==> src/rtl/mbist_pkg.sv <==
// Shared encodings and helpers for the MBIST repair sequencer.
package mbist_pkg;

  localparam logic [1:0] MODE_TEST       = 2'b00;
  localparam logic [1:0] MODE_REPAIR     = 2'b01;
  localparam logic [1:0] MODE_VERIFY     = 2'b10;
  localparam logic [1:0] MODE_REPAIR_ALT = 2'b11;

  typedef enum logic [2:0] {
    S_IDLE,
    S_P1_START,
    S_P1_RUN,
    S_EVAL,
    S_P2_START,
    S_P2_RUN,
    S_DONE
  } state_e;

  // Ceiling log2, never below 1 so a width derived from it is always legal.
  function automatic int clog2(input int v);
    int r;
    r = 1;
    while ((1 << r) < v) r++;
    return r;
  endfunction

  // Width of the per-pass timeout counter; it only has to reach t-1.
  function automatic int tmo_width(input int t);
    return clog2(t);
  endfunction

endpackage

==> src/rtl/mbist_repair_sequencer_if.sv <==
// Handshake between the sequencer and the external March BIST engine.
interface mbist_repair_sequencer_if #(
  parameter int ADDR_WIDTH = 8
);
  logic                  bist_start;
  logic                  bist_done;
  logic                  bist_fail_valid;
  logic [ADDR_WIDTH-1:0] bist_fail_addr;

  modport master (
    output bist_start,
    input  bist_done,
    input  bist_fail_valid,
    input  bist_fail_addr
  );

  modport slave (
    input  bist_start,
    output bist_done,
    output bist_fail_valid,
    output bist_fail_addr
  );
endinterface

==> src/rtl/repair_cam.sv <==
// Deduplicating repair table: logs failing addresses in insert order and
// remaps a functional address to its spare word by parallel compare.
module repair_cam
  import mbist_pkg::*;
#(
  parameter int ADDR_WIDTH  = 8,
  parameter int MAX_REPAIRS = 16,
  parameter int SPARE_BASE  = 240,
  localparam int CNT_W      = clog2(MAX_REPAIRS + 1)
) (
  input  logic                  clk,
  input  logic                  rst,
  input  logic                  clr,
  input  logic                  ins_req,
  input  logic [ADDR_WIDTH-1:0] ins_addr,
  output logic                  ins_dup,
  output logic                  ins_spare,
  output logic                  ins_full,
  input  logic                  remap_en,
  input  logic [ADDR_WIDTH-1:0] func_addr,
  output logic [ADDR_WIDTH-1:0] phys_addr,
  output logic                  remap_hit,
  output logic [CNT_W-1:0]      count
);

  localparam logic [ADDR_WIDTH-1:0] SPARE_BASE_A = ADDR_WIDTH'(SPARE_BASE);

  logic [ADDR_WIDTH-1:0] addr_q [MAX_REPAIRS];
  logic [ADDR_WIDTH-1:0] addr_d [MAX_REPAIRS];
  logic [CNT_W-1:0]      count_q;
  logic [CNT_W-1:0]      count_d;
  logic                  ins_ok;

  // Entry i is valid exactly when i < count_q, so clearing is just count=0.
  always_comb begin
    ins_dup   = 1'b0;
    remap_hit = 1'b0;
    phys_addr = func_addr;
    for (int i = 0; i < MAX_REPAIRS; i++) begin
      if (CNT_W'(i) < count_q) begin
        if (addr_q[i] == ins_addr) ins_dup = 1'b1;
        if (remap_en && (addr_q[i] == func_addr)) begin
          remap_hit = 1'b1;
          phys_addr = SPARE_BASE_A + ADDR_WIDTH'(i);
        end
      end
    end
    ins_spare = (ins_addr >= SPARE_BASE_A);
    ins_full  = (count_q == CNT_W'(MAX_REPAIRS));
    ins_ok    = ins_req && !ins_dup && !ins_spare && !ins_full;
  end

  // Next-state for the table: clear on a new sequence, else append.
  always_comb begin
    count_d = count_q;
    addr_d  = addr_q;
    if (clr) begin
      count_d = '0;
    end else if (ins_ok) begin
      for (int i = 0; i < MAX_REPAIRS; i++) begin
        if (count_q == CNT_W'(i)) addr_d[i] = ins_addr;
      end
      count_d = count_q + CNT_W'(1);
    end
  end

  // Occupancy is control state and resets; stored addresses do not need to.
  always_ff @(posedge clk) begin
    if (rst) count_q <= '0;
    else     count_q <= count_d;
  end

  // Address storage.
  always_ff @(posedge clk) begin
    addr_q <= addr_d;
  end

  assign count = count_q;

endmodule

==> src/rtl/mbist_repair_sequencer.sv <==
// Repair-flow sequencer: runs a BIST pass, logs fails into the repair table,
// and in repair modes reruns the BIST with remap active as a verify pass.
module mbist_repair_sequencer
  import mbist_pkg::*;
#(
  parameter int ADDR_WIDTH     = 8,
  parameter int MEM_SIZE       = 256,
  parameter int MAX_REPAIRS    = 16,
  parameter int SPARE_BASE     = MEM_SIZE - MAX_REPAIRS,
  parameter int TIMEOUT_CYCLES = 16384,
  localparam int CNT_W         = clog2(MAX_REPAIRS + 1)
) (
  input  logic                    clk,
  input  logic                    rst,
  input  logic                    start,
  input  logic [1:0]              mode,
  mbist_repair_sequencer_if.master bist,
  input  logic [ADDR_WIDTH-1:0]   func_addr,
  output logic [ADDR_WIDTH-1:0]   phys_addr,
  output logic                    remap_hit,
  output logic                    busy,
  output logic                    done,
  output logic                    fail,
  output logic                    overflow,
  output logic                    spare_fault,
  output logic                    timeout,
  output logic [CNT_W-1:0]        repair_count
);

  localparam int TMO_W = tmo_width(TIMEOUT_CYCLES);
  localparam logic [TMO_W-1:0] TMO_LAST = TMO_W'(TIMEOUT_CYCLES - 1);

  state_e           state_q, state_d;
  logic [1:0]       mode_q, mode_d;
  logic [TMO_W-1:0] tmo_cnt_q, tmo_cnt_d;
  logic             bist_start_q, bist_start_d;
  logic             fail_q, fail_d;
  logic             overflow_q, overflow_d;
  logic             spare_fault_q, spare_fault_d;
  logic             timeout_q, timeout_d;
  logic             p1_fail_q, p1_fail_d;
  logic             p2_fail_q, p2_fail_d;
  logic             cam_clr, cam_ins_req, cam_dup, cam_spare, cam_full;
  logic             remap_en;

  assign remap_en = (state_q == S_P2_RUN) || (state_q == S_DONE);

  repair_cam #(
    .ADDR_WIDTH (ADDR_WIDTH),
    .MAX_REPAIRS(MAX_REPAIRS),
    .SPARE_BASE (SPARE_BASE)
  ) u_cam (
    .clk      (clk),
    .rst      (rst),
    .clr      (cam_clr),
    .ins_req  (cam_ins_req),
    .ins_addr (bist.bist_fail_addr),
    .ins_dup  (cam_dup),
    .ins_spare(cam_spare),
    .ins_full (cam_full),
    .remap_en (remap_en),
    .func_addr(func_addr),
    .phys_addr(phys_addr),
    .remap_hit(remap_hit),
    .count    (repair_count)
  );

  // Next-state, flag updates and table control for the repair sequence.
  always_comb begin
    state_d       = state_q;
    mode_d        = mode_q;
    tmo_cnt_d     = tmo_cnt_q;
    bist_start_d  = 1'b0;
    fail_d        = fail_q;
    overflow_d    = overflow_q;
    spare_fault_d = spare_fault_q;
    timeout_d     = timeout_q;
    p1_fail_d     = p1_fail_q;
    p2_fail_d     = p2_fail_q;
    cam_clr       = 1'b0;
    cam_ins_req   = 1'b0;
    case (state_q)
      S_IDLE, S_DONE: begin
        if (start) begin
          mode_d        = mode;
          fail_d        = 1'b0;
          overflow_d    = 1'b0;
          spare_fault_d = 1'b0;
          timeout_d     = 1'b0;
          p1_fail_d     = 1'b0;
          p2_fail_d     = 1'b0;
          if (mode == MODE_VERIFY) begin
            state_d = S_P2_START;
          end else begin
            cam_clr = 1'b1;
            state_d = S_P1_START;
          end
        end
      end
      S_P1_START, S_P2_START: begin
        bist_start_d = 1'b1;
        tmo_cnt_d    = '0;
        state_d      = (state_q == S_P1_START) ? S_P1_RUN : S_P2_RUN;
      end
      S_P1_RUN: begin
        tmo_cnt_d = tmo_cnt_q + TMO_W'(1);
        // A strobe is logged before a coincident done is acted on.
        if (bist.bist_fail_valid) begin
          p1_fail_d   = 1'b1;
          cam_ins_req = 1'b1;
          if (!cam_dup) begin
            if (cam_spare)     spare_fault_d = 1'b1;
            else if (cam_full) overflow_d    = 1'b1;
          end
        end
        if (bist.bist_done) begin
          if (mode_q == MODE_TEST) begin
            fail_d  = p1_fail_q | bist.bist_fail_valid;
            state_d = S_DONE;
          end else begin
            state_d = S_EVAL;
          end
        end else if (tmo_cnt_q == TMO_LAST) begin
          timeout_d = 1'b1;
          fail_d    = 1'b1;
          state_d   = S_DONE;
        end
      end
      S_EVAL: begin
        state_d = S_DONE;
        case (mode_q)
          MODE_REPAIR, MODE_REPAIR_ALT: begin
            if (!p1_fail_q) begin
              fail_d = 1'b0;
            end else if (overflow_q || spare_fault_q) begin
              fail_d = 1'b1;
            end else begin
              state_d = S_P2_START;
            end
          end
          default: fail_d = p1_fail_q;
        endcase
      end
      S_P2_RUN: begin
        tmo_cnt_d = tmo_cnt_q + TMO_W'(1);
        if (bist.bist_fail_valid) p2_fail_d = 1'b1;
        if (bist.bist_done) begin
          fail_d  = p2_fail_q | bist.bist_fail_valid;
          state_d = S_DONE;
        end else if (tmo_cnt_q == TMO_LAST) begin
          timeout_d = 1'b1;
          fail_d    = 1'b1;
          state_d   = S_DONE;
        end
      end
      default: state_d = S_IDLE;
    endcase
  end

  // State and flag registers; reset aborts any sequence in flight.
  always_ff @(posedge clk) begin
    if (rst) begin
      state_q       <= S_IDLE;
      mode_q        <= MODE_TEST;
      tmo_cnt_q     <= '0;
      bist_start_q  <= 1'b0;
      fail_q        <= 1'b0;
      overflow_q    <= 1'b0;
      spare_fault_q <= 1'b0;
      timeout_q     <= 1'b0;
      p1_fail_q     <= 1'b0;
      p2_fail_q     <= 1'b0;
    end else begin
      state_q       <= state_d;
      mode_q        <= mode_d;
      tmo_cnt_q     <= tmo_cnt_d;
      bist_start_q  <= bist_start_d;
      fail_q        <= fail_d;
      overflow_q    <= overflow_d;
      spare_fault_q <= spare_fault_d;
      timeout_q     <= timeout_d;
      p1_fail_q     <= p1_fail_d;
      p2_fail_q     <= p2_fail_d;
    end
  end

  assign bist.bist_start = bist_start_q;
  assign busy            = (state_q != S_IDLE) && (state_q != S_DONE);
  assign done            = (state_q == S_DONE);
  assign fail            = fail_q;
  assign overflow        = overflow_q;
  assign spare_fault     = spare_fault_q;
  assign timeout         = timeout_q;

endmodule

==> src/flat_wrapper.sv <==
// flat-port wrapper written by rule: the top's interface ports become plain ports
module mbist_repair_sequencer_flat import mbist_pkg::*;
#(
  parameter int ADDR_WIDTH     = 8,
  parameter int MEM_SIZE       = 256,
  parameter int MAX_REPAIRS    = 16,
  parameter int SPARE_BASE     = MEM_SIZE - MAX_REPAIRS,
  parameter int TIMEOUT_CYCLES = 16384,
  localparam int CNT_W         = clog2(MAX_REPAIRS + 1)
)
  (clk, rst, start, mode, func_addr, phys_addr, remap_hit, busy, done, fail, overflow, spare_fault, timeout, repair_count, bist_bist_start, bist_bist_done, bist_bist_fail_valid, bist_bist_fail_addr);
  mbist_repair_sequencer_if #(.ADDR_WIDTH(ADDR_WIDTH)) bist_i ();
  input  logic clk;
  input  logic rst;
  input  logic start;
  input  logic [1:0] mode;
  input  logic [ADDR_WIDTH-1:0] func_addr;
  output logic [ADDR_WIDTH-1:0] phys_addr;
  output logic remap_hit;
  output logic busy;
  output logic done;
  output logic fail;
  output logic overflow;
  output logic spare_fault;
  output logic timeout;
  output logic [CNT_W-1:0] repair_count;
  output wire logic [$bits(bist_i.bist_start)-1:0] bist_bist_start;
  input wire logic [$bits(bist_i.bist_done)-1:0] bist_bist_done;
  input wire logic [$bits(bist_i.bist_fail_valid)-1:0] bist_bist_fail_valid;
  input wire logic [$bits(bist_i.bist_fail_addr)-1:0] bist_bist_fail_addr;
  assign bist_bist_start = bist_i.bist_start;
  assign bist_i.bist_done = bist_bist_done;
  assign bist_i.bist_fail_valid = bist_bist_fail_valid;
  assign bist_i.bist_fail_addr = bist_bist_fail_addr;
  mbist_repair_sequencer #(.ADDR_WIDTH(ADDR_WIDTH), .MEM_SIZE(MEM_SIZE), .MAX_REPAIRS(MAX_REPAIRS), .SPARE_BASE(SPARE_BASE), .TIMEOUT_CYCLES(TIMEOUT_CYCLES)) u_core (.clk(clk), .rst(rst), .start(start), .mode(mode), .bist(bist_i), .func_addr(func_addr), .phys_addr(phys_addr), .remap_hit(remap_hit), .busy(busy), .done(done), .fail(fail), .overflow(overflow), .spare_fault(spare_fault), .timeout(timeout), .repair_count(repair_count));
endmodule
==> config.mk <==
export PLATFORM = sky130hd
export DESIGN_NAME = mbist_repair_sequencer_flat
export DESIGN_NICKNAME = d
export VERILOG_FILES = /design/src/rtl/mbist_pkg.sv /design/src/rtl/mbist_repair_sequencer_if.sv /design/src/rtl/repair_cam.sv /design/src/rtl/mbist_repair_sequencer.sv /design/src/flat_wrapper.sv
export SDC_FILE = /design/constraint.sdc
export NUM_CORES = 1
export LEC_CHECK = 0
export CAP_MARGIN = 15
export CELL_PAD_IN_SITES_DETAIL_PLACEMENT = 1
export CELL_PAD_IN_SITES_GLOBAL_PLACEMENT = 1
export CORE_MARGIN = 4
export CORE_UTILIZATION = 30
export CTS_CLUSTER_SIZE = 14
export DETAILED_ROUTE_END_ITERATION = 8
export PLACE_DENSITY = 0.64
export SLEW_MARGIN = 20
export SYNTH_ARGS = -nofsm -noshare
export SYNTH_HDL_FRONTEND = slang
export SYNTH_SLANG_ARGS = --single-unit
==> constraint.sdc <==
create_clock -name clk -period 3.3 [get_ports clk]
set_clock_uncertainty 0.15 [all_clocks]
set_input_delay 0.495 -clock clk [delete_from_list [all_inputs] [get_ports clk]]
set_output_delay 0.495 -clock clk [all_outputs]
set_load 0.01 [all_outputs]
# Word level (Yosys, flattened, before mapping)
# Index checks and enable logic that the tools add are counted.
[op_classes]
n_addsub = 2
n_lt_le_gt_ge = 17
n_eq_ne = 70
n_mux = 138
bitwise = 3
n_reduce_logical = 62
[op_table]
columns = ["cell", "count"]
rows = [
  ["$eq A8 B8 Y1", 32],
  ["$mux W8", 32],
  ["$mux W1", 88],
  ["$reduce_and A3 Y1", 18],
  ["$eq A5 B4 Y1 const B", 8],
  ["$lt A4 B5 Y1 const A", 8],
  ["$pmux W14 S2", 1],
  ["$mux W3", 9],
  ["$eq A5 B3 Y1 const B", 4],
  ["$logic_and A1 B1 Y1", 20],
  ["$lt A3 B5 Y1 const A", 4],
  ["$pmux W3 S5", 1],
  ["$add A14 B1 Y14 const B", 1],
  ["$eq A14 B14 Y1 const B", 1],
  ["$ne A2 B2 Y1 const B", 6],
  ["$eq A5 B2 Y1 const B", 2],
  ["$lt A1 B5 Y1 const A", 2],
  ["$lt A2 B5 Y1 const A", 2],
  ["$pmux W1 S2", 5],
  ["$reduce_or A2 Y1", 5],
  ["$eq A3 B3 Y1 const B", 3],
  ["$ge A8 B8 Y1 const B", 1],
  ["$reduce_and A4 Y1", 2],
  ["$reduce_bool A2 Y1", 4],
  ["other kinds (25)", 33],
]
[totals]
regBits = 159
inputBits = 23
elab_cells = 319

# Depth between registers and ports, before layout
# Gate-level depths: netlist of the first run.
[depth]
ltp_word = 38
mapped_depth = 11

# By module
# From an unflattened synthesis of the first run, not the netlist that was laid out.
[unflattened]
hier_cells = 857
hier_area_um2 = 9440.3
[by_module_without_submodules]
columns = ["mod", "instances", "cells_each", "area_each_um2", "seq_area_each_um2"]
rows = [
  ["repair_cam", 1, 669, 7898.8, 3943.8],
  ["mbist_repair_sequencer", 1, 188, 1541.5, 520.5],
]

# Worst setup path before layout of the first run
# OpenSTA, ideal clock, no wires.
[synth_path]
path_type = "in2reg"
from = "input port bist_bist_fail_addr[7]"
to = "register u_core.u_cam.addr_q[112] in the netlist's numbering (enable)"
setup_ns = 0.395
arrival_ns = 2.776
required_ns = 2.755
path_slack_ns = -0.021
path_stages = 9
path_cell_list = "buf_2 > buf_4 > xor2_1 > nor3_1 > nand4_1 > nand3_1 > or4_4 > buf_6 > nor4_1"
[synth_via]
elab_chain_len = 38
[synth_rtl]
columns = ["element", "line_no", "source"]
rows = [
  ["start: declaration", "flat_wrapper.sv:30", "input wire logic [$bits(bist_i.bist_fail_addr)-1:0] bist_bist_fail_addr;"],
  ["$eq A8 B8 Y1", "repair_cam.sv:41", "if (addr_q[i] == ins_addr) ins_dup = 1'b1;"],
  ["$mux W1", "repair_cam.sv:41", ""],
  ["$mux W1", "repair_cam.sv:40", "if (CNT_W'(i) < count_q) begin"],
  ["$mux W1", "repair_cam.sv:41", ""],
  ["$mux W1", "repair_cam.sv:40", ""],
  ["$mux W1", "repair_cam.sv:41", ""],
  ["$mux W1", "repair_cam.sv:40", ""],
  ["$mux W1", "repair_cam.sv:41", ""],
  ["[... 21 more ...]", "-", ""],
  ["$mux W1", "repair_cam.sv:41", ""],
  ["$mux W1", "repair_cam.sv:40", ""],
  ["$mux W1", "repair_cam.sv:41", ""],
  ["$mux W1", "repair_cam.sv:40", ""],
  ["$logic_not A1 Y1", "-", ""],
  ["$logic_and A1 B1 Y1", "repair_cam.sv:50", "ins_ok = ins_req && !ins_dup && !ins_spare && !ins_full;"],
  ["$logic_and A1 B1 Y1 (*) (2 in a row)", "repair_cam.sv:50", ""],
  ["$reduce_and A3 Y1 (no source line) (*)", "-", ""],
  ["end signal: assignment", "repair_cam.sv:75", "addr_q <= addr_d;"],
  ["end: declaration", "repair_cam.sv:28", "logic [ADDR_WIDTH-1:0] addr_q [MAX_REPAIRS];"],
]
# Every way passes the cells marked *; elsewhere a longest branch is shown, timed or not.
# A chain may end at the register's enable or synchronous reset.

# Worst setup path after layout of the first run
[layout_path]
from = "input port func_addr[1]"
to = "output port phys_addr[1]"
[layout_via]
elab_chain_len = 34
[layout_rtl]
columns = ["element", "line_no", "source"]
rows = [
  ["start: declaration", "flat_wrapper.sv:17", "input logic [ADDR_WIDTH-1:0] func_addr;"],
  ["$eq A8 B8 Y1", "repair_cam.sv:42", "if (remap_en && (addr_q[i] == func_addr)) begin"],
  ["$logic_and A1 B1 Y1", "repair_cam.sv:42", ""],
  ["$mux W8", "repair_cam.sv:42", ""],
  ["$mux W8", "repair_cam.sv:40", ""],
  ["$mux W8", "repair_cam.sv:42", ""],
  ["$mux W8", "repair_cam.sv:40", ""],
  ["$mux W8", "repair_cam.sv:42", ""],
  ["$mux W8", "repair_cam.sv:40", ""],
  ["[... 18 more ...]", "-", ""],
  ["$mux W8", "repair_cam.sv:42", ""],
  ["$mux W8", "repair_cam.sv:40", ""],
  ["$mux W8", "repair_cam.sv:42", ""],
  ["$mux W8", "repair_cam.sv:40", ""],
  ["$mux W8", "repair_cam.sv:42", ""],
  ["$mux W8", "repair_cam.sv:40", ""],
  ["$mux W8", "repair_cam.sv:42", ""],
  ["$mux W8 (*)", "repair_cam.sv:40", ""],
  ["end: declaration", "flat_wrapper.sv:18", "output logic [ADDR_WIDTH-1:0] phys_addr;"],
]
# Marked as above.

==> results summary, run 1 <==
The slowest stage of the critical path is the sky130_fd_sc_hd__o311a_1 cell. The total power of the final layout is 5.118 mW. The worst register-to-register path begins at u_core.u_cam.count[4]$_SDFFE_PP0P_. The distinct cell type count after synthesis came out at 59. The register area share after synthesis is 48.00%. The reported leakage power is 4.636 nW. The area of the core is 30590 um^2. The cell count after synthesis is 857.

The count of non-filler cells in the finished layout came out at 1441. Based on the critical path, the design can be clocked at up to 0.3003 GHz. For hold timing, the worst endpoint is u_core.u_cam.addr_q[2]$_DFFE_PP_. From synthesis to final layout, the design area changed by 36.59%. The number of buffers inserted for hold repair after clock tree synthesis came out at 0. Grouping stages by cell kind, the critical path spends the most delay in simple AND/OR/NAND/NOR gates.

The number of nets in the layout is 1060. The worst setup path is of the in2out kind. The source of the worst hold timing path is bist_bist_fail_addr[2]. The die width came out at 184.1 um. The number of remaining DRC errors came out at 0.

The number of global-route vias before repair is 7712. The most instantiated flip-flop cell in the synthesis netlist is sky130_fd_sc_hd__edfxtp_1. Entering global routing, the biggest net connects 29 pins.

The endpoint identified for the worst register-to-register timing path is u_core.u_cam.addr_q[90]$_DFFE_PP_. The mean instance size in the synthesized netlist is 10.85 um^2. The checks that failed: setup timing. The worst register-to-register path has a depth of 11.

The floorplan step set the die height to 184.1 um. The number of iterations in the first detailed-routing pass came out at 5. The endpoint arrival time on the critical path is 2.68 ns. The number of endpoints with negative hold slack in the final report is 0.

The clock latency on the worst-skew pair is 0.45 ns. The antenna diode count is 0. The number of input and output port buffers inserted came out at 43. On the worst path, the slowest cell contributes a delay of 0.36 ns.

The cell depth of the worst setup path came out at 11. The number of fill cells came out at 3306. The shortest clock period the worst path allows after layout came out at 3.330 ns. The worst vdd rail ir drop came out at 0.4062 mV. The worst setup path is launched from a primary input. For this design the top-level I/O count stands at 44.

The floorplan die area is 33880 um^2. At the pin with the least slew margin, the transition time is 0.5973 ns. The maximum count of clock buffers along a single path came out at 2. The flip-flop and latch count after synthesis is 159. The final number of max-transition violations came out at 0. The number of sinks on the clock net came out at 159. The residual antenna-violating net count after detailed routing is 0. Data on the critical path is required at its endpoint by 2.65 ns. Setup repair after global routing could not meet its margin everywhere. The routed layout has 7373 vias. The number of enable-type register cells in the synthesized netlist is 128. OpenSTA, run right after detailed placement, puts the worst setup slack at -0.8391 ns. The overall fraction of global-route tracks in use is 18.37%.

The number of nets produced by synthesis is 884. The setup-violating endpoint count in the final report came out at 2. The clock tree root driver cell is sky130_fd_sc_hd__clkbuf_16.

For flop-to-flop paths, the worst setup slack is 0.09 ns. The flow ran to the end, but the final reports show violations. The areal power density over the cells is 402.9 nW/um^2. For this block, the routed nets add up to 31200 um of wire. The number of cell rows is 64. The final sum of negative setup slack is -0.03363 ns. The maximum level of the CTS H-tree is 4.

Including well taps, the total number of placed cells is 1371. The worst setup margin is -0.02986 ns. The final weighted congestion in routability-driven placement is 0.8700. The wire length of the first global-routing pass came out at 47090 um. Traced cell by cell, the critical path runs through clkdlybuf4s15_1, buf_12, buf_4, xnor2_1, nand2_1, nor4_4, and3b_1, o311a_1, o21ai_1, nand2_1, buf_2. The routed length per instance is 21.65 um. The post-route clock period utilization is 100.9%.

Cells with a size suffix above 1 make up 26.32% of the layout. The count of warnings emitted by yosys is 0. The worst setup path is captured at an output pin. The highest fanout seen on the critical path came out at 7. The combined buffer and inverter count along the critical path is 4.

Of all flip-flops after synthesis, the portion carrying an async set or reset was 0%. The remaining global-route overflow is 0. The clock buffer count from CTS came out at 17.

After synthesis the cells add up to 9300 um^2. Summing all placed instances gives a cell area of 11410 um^2. The detailed router finished its first iteration with 510 violations. The number of violations of the max-capacitance limit came out at 0. Counting stages on the worst path, the most repeated cell is sky130_fd_sc_hd__nand2_1. The final HPWL from detailed placement is 20970 um. In the routed layout, each cell is associated on average with a via count of 5.117. The initial core utilization came out at 30.40%. The tightest min-delay check is of the in2reg type. The number of antenna violations at the first check in global routing came out at 0. TritonCTS built the clock tree.

The finished cells cover 12700 um^2. Clock-pin slew was measured on the worst setup and hold paths at 0.06 ns. The cell count of the worst hold path came out at 1. The relative max-transition margin is 59.68%.
cell usage after synthesis (2+ instances only):
library cell	count	area share (%)
sky130_fd_sc_hd__or4_1	5	0.40
sky130_fd_sc_hd__buf_2	19	1.0
sky130_fd_sc_hd__o311a_1	2	0.22
sky130_fd_sc_hd__and3_1	22	1.5
sky130_fd_sc_hd__nand3_1	20	1.1
sky130_fd_sc_hd__o21ai_0	16	0.86
sky130_fd_sc_hd__mux2_2	2	0.24
sky130_fd_sc_hd__nor2b_1	10	0.67
sky130_fd_sc_hd__and2_1	4	0.27
sky130_fd_sc_hd__nand2b_1	13	0.87
sky130_fd_sc_hd__o211ai_1	4	0.32
sky130_fd_sc_hd__buf_4	10	0.81
sky130_fd_sc_hd__mux2i_1	4	0.43
sky130_fd_sc_hd__a21boi_1	2	0.16
sky130_fd_sc_hd__inv_1	5	0.20
sky130_fd_sc_hd__xnor2_1	132	12
sky130_fd_sc_hd__a211oi_1	6	0.48
sky130_fd_sc_hd__a21o_1	4	0.32
sky130_fd_sc_hd__xor2_1	130	12
sky130_fd_sc_hd__edfxtp_1	128	41
sky130_fd_sc_hd__nand3b_1	5	0.40
sky130_fd_sc_hd__or3_1	7	0.47
sky130_fd_sc_hd__buf_1	2	0.081
sky130_fd_sc_hd__a31oi_1	3	0.20
sky130_fd_sc_hd__a21oi_1	19	1.0
sky130_fd_sc_hd__ha_1	4	0.54
sky130_fd_sc_hd__or2_2	2	0.13
sky130_fd_sc_hd__nand2_1	34	1.4
sky130_fd_sc_hd__clkbuf_1	21	0.85
sky130_fd_sc_hd__a22oi_1	3	0.24
sky130_fd_sc_hd__dfxtp_1	31	6.7
sky130_fd_sc_hd__nor2_1	45	1.8
sky130_fd_sc_hd__and4_1	3	0.28
sky130_fd_sc_hd__nor4_1	46	3.1
sky130_fd_sc_hd__a21boi_0	2	0.16
sky130_fd_sc_hd__o31ai_1	6	0.48
sky130_fd_sc_hd__or4_4	2	0.24
sky130_fd_sc_hd__nand4_1	46	3.1
sky130_fd_sc_hd__buf_6	2	0.24
sky130_fd_sc_hd__nor3_1	17	0.91
per-stage QoR:
stage	utilization (%)	hold slack, ns
6_report	41.53	0.1607
4_1_cts	40.87	0.1441
2_1_floorplan	-	0.2913
5_1_grt	41.53	0.1459
3_5_place_dp	37.30	0.3376
3_3_place_gp	37.30	0.3105
cell usage in the layout, fill, tap and decap left out, drive strengths merged, types with 3 or more instances in the layout:
cell type / instances
o21ai: 16
a31oi: 3
a21boi: 4
or4: 7
inv: 9
clkinv: 8
clkbuf: 22
and3: 22
a21o: 4
nand2: 35
xor2: 130
mux2i: 4
dfxtp: 31
or3: 7
edfxtp: 128
nor4: 46
clkdlybuf4s50: 18
o211ai: 4
bufbuf: 4
nand4: 46
nor2: 45
and4: 3
nor2b: 10
nand3b: 5
a21oi: 19
nor3: 18
a22oi: 3
xnor2: 132
ha: 4
o31ai: 6
buf: 183
and2: 4
nand2b: 13
a211oi: 6
nand3: 21
power breakdown:
part	switching, mW	internal (mW)
Sequential	0.0269	2.19
Clock	0.849	1.11
Combinational	0.520	0.423
Total	1.40	3.72
metal layers:
metal | vias to the layer above | track usage (%) | wire length (um)
met5 | - | 0 | 0
met2 | 144 | 30.70 | 15060
met1 | 3744 | 24.39 | 14240
met3 | 41 | 2.928 | 1033
met4 | 0 | 6.004 | 867
li1 | 3444 | - | -
sequential cells by signal, summed over array words and instances, names as in the netlist, 2 cells and up:
name,flops
u_core.mode_q,2
u_core.u_cam.addr_q,128
u_core.state_q,3
u_core.u_cam.count,5
u_core.tmo_cnt_q,14
layout make-up:
class | count | area [um^2] | area share, %
tap | 396 | 495.5 | 3.900
timing repair buffer | 212 | 2328 | 18.33
inverter | 5 | 18.77 | 0.1477
sequential | 159 | 4476 | 35.23
clock buffer | 17 | 425.4 | 3.349
multi-input combinational | 638 | 4822 | 37.96
clock inverter | 14 | 137.6 | 1.083
how the worst max path moves through the flow:
| stage | to | slack (ns) | from |
|---|---|---|---|
| 5_1_grt | phys_addr[1] | -0.16 | func_addr[1] |
| 4_1_cts | phys_addr[5] | -0.07 | u_core.u_cam.count[1]$_SDFFE_PP0P_ |
| 3_5_place_dp | phys_addr[5] | -0.84 | func_addr[2] |
| 6_report | phys_addr[1] | -0.03 | func_addr[1] |
| 3_3_place_gp | phys_addr[7] | -0.74 | func_addr[2] |
| 2_1_floorplan | u_core.u_cam.addr_q[120]$_DFFE_PP_ | 0.23 | bist_bist_fail_addr[7] |
repair_timing:
action                     in CTS  in global routing
pin swaps                      21                 21
resized for setup              99                 32
setup endpoints to repair       9                  9
gates cloned                    4                  1
buffers inserted               24                 13
cells by family after synthesis:
| group | after synthesis | share of synthesized area (%) |
|---|---|---|
| mux | 6 | 0.6727 |
| buf+inv | 60 | 3.256 |
| xor+xnor | 262 | 24.67 |
| compound gates | 77 | 5.435 |
| flops | 159 | 48.00 |
| simple gates | 289 | 17.42 |
| fa+ha+maj | 4 | 0.5382 |
Power figures use the tool's default switching activity.
==> run 2, diff against run 1 <==
SETUP_SLACK_MARGIN = 0.05   (was unset)
==> results summary, run 2 (synthesized netlist as in run 1, its figures left out) <==
The number of nets in the layout is 1058 (-0.19%). The reported leakage power came out at 4.661 nW (+0.54%). The number of iterations in the first detailed-routing pass is 5 (unchanged). The transition time at the pin with the least slew margin came out at 0.5789 ns (-0.01844 ns).

The met1 wire length was 14210 um (-0.22%). The net switching power came to 1.409 mW (+1.0%). The area added between synthesis and finish came out at 37.24%. The die width is 184.1 um (unchanged). The switching power share of the total is 27.42% (+0.16 points).

The worst slack after detailed placement came to -0.8391 ns (unchanged). The initial core utilization is 30.40% (unchanged). The routed length per instance is 22.03 um (+1.7%). The endpoint required time on the critical path came out at 2.65 ns (about the same). The detailed router used layers up to and including met4. The remaining global-route overflow came out at 0 (unchanged). The highest fanout seen on the critical path came out at 10 (+3). The areal power density over the cells is 402.6 nW/um^2 (about the same).

The worst setup path is launched from a flip-flop. The internal cell power is 3.730 mW (+0.18%). The fraction of power consumed by combinational cells came out at 18.6% (+0.2 points).

The number of violations of the max-capacitance limit came out at 0 (unchanged). The floorplan die area was 33880 um^2 (unchanged). The setup-violating endpoint count in the final report is 0 (-2). The critical path endpoint category is an output pin. The final HPWL from detailed placement came to 20970 um (unchanged). Leaving out fill and tap cells, the most frequent cell in the layout is sky130_fd_sc_hd__edfxtp_1. The endpoint arrival time on the critical path came to 2.64 ns (-0.04 ns). TritonCTS built the clock tree. The post-detailed-placement cell area is 11410 um^2 (unchanged). The number of endpoints with negative hold slack in the final report is 0 (unchanged).

The maximum level of the CTS H-tree came out at 4 (unchanged). The flow ran to the end, and the final reports show no timing, DRC or antenna violations. The post-route worst hold slack was 0.1589 ns (-0.001748 ns). The number of top-level pins came out at 44 (unchanged). The number of cell rows is 64 (unchanged). The aggregate routed wire length came out at 31700 um (+1.6%). The overall fraction of global-route tracks in use came to 18.57% (+0.21 points). The antenna diode count came to 0 (unchanged). The register with the most flip-flops in the final layout is u_core.u_cam.addr_q. The number of global-route vias before repair is 7790 (+1.0%).

The post-route clock period utilization is 99.60% (-1.3 points). The vias after detailed routing is 7446 (+0.99%). The wire length of the first global-routing pass is 47620 um (+1.1%). The cell count of the worst hold path was 1 (unchanged). The flip-flop count of the largest register after layout came out at 128 (unchanged). The number of buffers inserted for hold repair after clock tree synthesis came out at 0 (unchanged). The worst vdd rail ir drop came to 0.4090 mV (+0.70%). The DRC marker count from the first detailed-route iteration came out at 605 (+19%). The final core utilization is 41.73% (+0.20 points). The overall die height is 184.1 um (unchanged). Setup repair after global routing could not meet its margin everywhere. The clock transition at the register clock pins on the worst setup and hold paths after CTS was 0.06 ns (about the same). The detailed route wirelength on metal2 was 15390 um (+2.2%). The relative max-transition margin is 61.41% (+1.7 points). The shortest clock period the worst path allows after layout was 3.287 ns (-0.04290 ns). The number of antenna violations at the first check in global routing is 0 (unchanged).

The final weighted congestion in routability-driven placement is 0.8700 (unchanged). The area of the core came out at 30590 um^2 (unchanged). The register share of total power came out at 43.2% (-0.2 points). The clock latency on the worst-skew pair came out at 0.44 ns (about the same).

The summed area of non-filler cells in the final layout was 12760 um^2 (+0.47%). The tree is rooted in a sky130_fd_sc_hd__clkbuf_16. The clock share of power came out at 38.1% (about the same). The worst setup path is of the reg2out kind. The residual antenna-violating net count after detailed routing came out at 0 (unchanged). The class of the tightest hold or removal check is in2reg. The via density per instance is 5.174 (+1.1%).

The logic depth of the worst register-to-register path came to 11 (unchanged). The count of non-filler cells in the finished layout came out at 1439 (-0.14%). The number of sinks on the clock net is 159 (unchanged). The worst-case register-to-register setup slack is 0.19 ns (+0.10 ns). The clock buffer count from CTS came out at 17 (unchanged). The share of post-route cells with drive strength above 1 is 27.13% (+0.82 points). The achievable frequency came out at 0.3042 GHz (+1.3%).

The final number of max-transition violations was 0 (unchanged). The cell total after placement is 1371 (unchanged). The worst setup margin is 0.01305 ns (+0.04290 ns). The detailed-routed wire length on met3 came to 1149 um (+11%). The library cells used most frequently in the layout, excluding fill and tap cells, are sky130_fd_sc_hd__edfxtp_1, sky130_fd_sc_hd__xor2_1, sky130_fd_sc_hd__xnor2_1, sky130_fd_sc_hd__buf_4, sky130_fd_sc_hd__nand4_1. The maximum count of clock buffers along a single path is 2 (unchanged).

The number of input and output port buffers inserted was 43 (unchanged). The number of remaining DRC errors came out at 0 (unchanged). The maximum number of pins on one net before global-route repair came out at 29 (unchanged).
[run 2: per-stage QoR]
step / setup TNS, ns / power [mW]
floorplan: 0 / 2.742
global placement: -6.656 / 3.111
detailed placement: -6.836 / 3.124
CTS: 0 / 5.155
global route: -0.3534 / 5.367
finish: 0 / 5.139
[run 2: final timing paths]
| check | end | startpoint |
|---|---|---|
| max reg2reg | u_core.u_cam.addr_q[92]$_DFFE_PP_ | u_core.u_cam.count[4]$_SDFFE_PP0P_ |
| min reg2reg | u_core.tmo_cnt_q[11]$_SDFFE_PP0P_ | u_core.tmo_cnt_q[11]$_SDFFE_PP0P_ |
| max | phys_addr[5] | u_core.u_cam.count[2]$_SDFFE_PP0P_ |
| min | u_core.u_cam.addr_q[2]$_DFFE_PP_ | bist_bist_fail_addr[2] |
[run 2: worst max-delay path, stage by stage, from the launching register on]
cell	delay (ns)
sky130_fd_sc_hd__dfxtp_2	0.33
sky130_fd_sc_hd__buf_12	0.14
sky130_fd_sc_hd__or3_4	0.42
sky130_fd_sc_hd__nor2_4	0.14
sky130_fd_sc_hd__nor4_1	0.07
sky130_fd_sc_hd__buf_4	0.16
sky130_fd_sc_hd__nor4b_2	0.24
sky130_fd_sc_hd__buf_4	0.17
sky130_fd_sc_hd__nand2b_4	0.07
sky130_fd_sc_hd__nor2b_4	0.19
sky130_fd_sc_hd__buf_6	0.13
sky130_fd_sc_hd__nand2b_4	0.05
sky130_fd_sc_hd__buf_6	0.11
[run 2: area by class of cell]
| cell class | count | area (um^2) |
|---|---|---|
| Tap cell | 396 | 495.5 |
| Fill cell | 3301 | 17830 |
| Multi-Input combinational cell | 638 | 4913 |
| Timing Repair Buffer | 210 | 2301 |
| Sequential cell | 159 | 4472 |
| Clock inverter | 14 | 137.6 |
| Clock buffer | 17 | 425.4 |
| Inverter | 5 | 18.77 |
[run 2: power by group through the flow]
stage                     clock network, mW  registers, mW  logic (mW)
after global routing                   2.10           2.22        1.04
after global placement                    0           2.26       0.852
final                                  1.96           2.22       0.958
after floorplan                           0           2.26       0.485
after detailed placement                  0           2.26       0.863
after CTS                              2.01           2.22       0.929
[run 2: per-layer routing]
layer	GRT usage (%)	vias to the layer above
li1	-	3440
met1	24.52	3785
met2	31.07	181
met3	3.008	40
met4	6.329	0
met5	0	-
[run 2: timing repair]
item | 4_1_cts | 5_1_grt
pin swaps | 28 | 22
gates cloned | 4 | 1
endpoints found under the setup margin | 9 | 103
buffers inserted | 28 | 9
resized for setup | 121 | 34
==> run 3, diff against run 2 <==
PLACE_DENSITY = 0.62   (was 0.64)
clock period = 3.1 ns   (was 3.3 ns; I/O delays follow)
==> results summary, run 3 (synthesized netlist as in run 1, its figures left out) <==
The post-route worst hold slack is 0.2694 ns (+0.1104 ns). The number of fill cells is 3295 (-0.18%). The number of top-level pins came out at 44 (unchanged).

The final weighted congestion in routability-driven placement is 0.8661 (-0.45%). The number of remaining DRC errors is 0 (unchanged). The maximum level of the CTS H-tree is 4 (unchanged). The register with the most flip-flops is u_core.u_cam.addr_q. The setup-violating endpoint count in the final report came to 78 (+78). The shortest clock period the worst path allows after layout came out at 3.360 ns.

The clock latency on the worst-skew pair came out at 0.44 ns (about the same). The DRC marker count from the first detailed-route iteration is 507 (-16%). The cell count of the worst hold path is 2 (+1).

The final HPWL from detailed placement is 22540 um (+7.5%). The post-detailed-placement cell area is 11530 um^2 (+1.0%). The endpoint arrival time on the critical path was 2.74 ns (+0.10 ns). The final reports fail on setup timing. The maximum count of clock buffers along a single path is 2 (unchanged). The floorplan die area is 33880 um^2 (unchanged).

The aggregate routed wire length was 34220 um (+8.0%). The cell total after placement came out at 1415 (+3.2%). The antenna diode count is 0 (unchanged). The highest fanout seen on the critical path came out at 7 (-3). Based on the critical path, the design can be clocked at up to 0.2977 GHz. The number of sinks on the clock net is 159 (unchanged).

The total power of the final layout came out at 5.563 mW (+8.2%). The flow ran to the end, but the final reports show violations. TritonCTS built the clock tree.

The number of endpoints with negative hold slack in the final report is 0 (unchanged). The worst setup path is launched from a flip-flop. The endpoint required time on the critical path is 2.48 ns (-0.17 ns). The final number of max-transition violations is 0 (unchanged). The number of nets in the layout is 1117 (+5.6%). The area of the core came to 30590 um^2 (unchanged). The remaining global-route overflow was 0 (unchanged). The number of violations of the max-capacitance limit came out at 0 (unchanged). The number of iterations in the first detailed-routing pass is 4 (-1).

The via density per instance came out at 5.177 (about the same). The overall die height was 184.1 um (unchanged). The number of antenna violations at the first check in global routing came out at 0 (unchanged). The class of the tightest hold or removal check is in2reg. The worst vdd rail ir drop came out at 0.3583 mV (-12%). The number of input and output port buffers inserted was 43 (unchanged). The count of non-filler cells in the finished layout is 1499 (+4.2%). The transition time at the pin with the least slew margin came out at 0.6284 ns (+0.04952 ns).

The worst setup path is captured at an output pin. Setup repair after global routing could not meet its margin everywhere. The clock transition at the register clock pins on the worst setup and hold paths after CTS is 0.07 ns (about the same).

The critical path is of the reg2out type. The relative max-transition margin is 57.72% (-3.7 points). The area added between synthesis and finish is 42.15%.

The overall fraction of global-route tracks in use came out at 20.14% (+1.6 points). The number of global-route vias before repair is 8314 (+6.7%). The maximum number of pins on one net before global-route repair is 24 (-17%).

The post-route clock period utilization came out at 108.4%. The number of cell rows is 64 (unchanged). The vias after detailed routing came out at 7760 (+4.2%). The flip-flop count of the largest register after layout is 128 (unchanged). The share of post-route cells with drive strength above 1 is 33.91% (+6.8 points).

The clock buffer count from CTS is 17 (unchanged). The number of buffers inserted for hold repair after clock tree synthesis is 0 (unchanged). The reported leakage power came to 4.958 nW (+6.4%). The wire length of the first global-routing pass is 51420 um (+8.0%). The residual antenna-violating net count after detailed routing came to 0 (unchanged). The logic depth of the worst register-to-register path came out at 11 (unchanged). The initial core utilization is 30.40% (unchanged).

The summed area of non-filler cells in the final layout was 13220 um^2 (+3.6%). The routed length per instance came out at 22.83 um (+3.6%). The worst setup margin came to -0.2596 ns (-0.2727 ns).

In this run the clock root is driven by a sky130_fd_sc_hd__clkbuf_16. The most common cell after layout, fill and taps aside is sky130_fd_sc_hd__buf_4. The die width is 184.1 um (unchanged). In the layout the commonest cells are sky130_fd_sc_hd__buf_4, sky130_fd_sc_hd__xor2_1, sky130_fd_sc_hd__edfxtp_1, sky130_fd_sc_hd__xnor2_1, sky130_fd_sc_hd__nand4_1. The areal power density over the cells came out at 420.8 nW/um^2 (+4.5%).
-- run 3: what timing repair did --
| action | in CTS | in global routing |
|---|---|---|
| pin swaps | 46 | 14 |
| gates resized for setup | 165 | 26 |
| endpoints found under the setup margin | 129 | 142 |
| buffers inserted | 45 | 4 |
| gates cloned | 5 | 0 |
-- run 3: final cells by class --
type | count | area [um^2] | area share, %
multi-input cells | 638 | 5087 | 38.48
flip-flops and latches | 159 | 4472 | 33.83
repair buffers | 269 | 2569 | 19.43
clock buffers | 26 | 535.5 | 4.051
well taps | 396 | 495.5 | 3.748
clock inverters | 6 | 42.54 | 0.3218
inverters | 5 | 18.77 | 0.1420
-- run 3: path summary, 6_finish.rpt --
kind | startpoint | end | slack, ns
setup / recovery | u_core.u_cam.count[0]$_SDFFE_PP0P_ | phys_addr[2] | -0.26
hold / removal | bist_bist_fail_addr[2] | u_core.u_cam.addr_q[66]$_DFFE_PP_ | 0.27
setup reg to reg | u_core.u_cam.count[3]$_SDFFE_PP0P_ | u_core.u_cam.addr_q[104]$_DFFE_PP_ | -0.04
hold reg to reg | u_core.tmo_cnt_q[11]$_SDFFE_PP0P_ | u_core.tmo_cnt_q[11]$_SDFFE_PP0P_ | 0.33
-- run 3: where the power goes --
part           switching, mW  internal [mW]
combinational          0.594          0.487
clock                  0.913           1.20
sequential            0.0292           2.34
total                   1.54           4.03
-- run 3: stage by stage --
stage,worst slack (ns),TNS (ns),utilization (%)
final,-0.2596,-3.555,43.22
after floorplan,0.06223,0,-
after CTS,-0.1812,-0.9257,42.71
after global routing,-0.3037,-12.48,43.22
after detailed placement,-0.9498,-51.36,37.68
after global placement,-0.9344,-46.00,37.68
-- run 3: per-layer routing --
layer	vias up	share of wire, %	GRT usage, %
met5	-	0	0
met2	218	49	33.56
met3	56	5.0	4.017
li1	3556	-	-
met1	3930	43	26.02
met4	0	3.0	7.276
-- run 3: worst max-delay path: stages (launching register included) --
cell	delay, ns
sky130_fd_sc_hd__dfxtp_1	0.32
sky130_fd_sc_hd__buf_4	0.14
sky130_fd_sc_hd__buf_4	0.16
sky130_fd_sc_hd__nor2_1	0.22
sky130_fd_sc_hd__nand2_1	0.17
sky130_fd_sc_hd__nand4_1	0.19
sky130_fd_sc_hd__buf_4	0.16
sky130_fd_sc_hd__nor4b_4	0.22
sky130_fd_sc_hd__buf_4	0.17
sky130_fd_sc_hd__a21oi_2	0.06
sky130_fd_sc_hd__o31ai_2	0.25
sky130_fd_sc_hd__buf_4	0.16
sky130_fd_sc_hd__buf_6	0.09
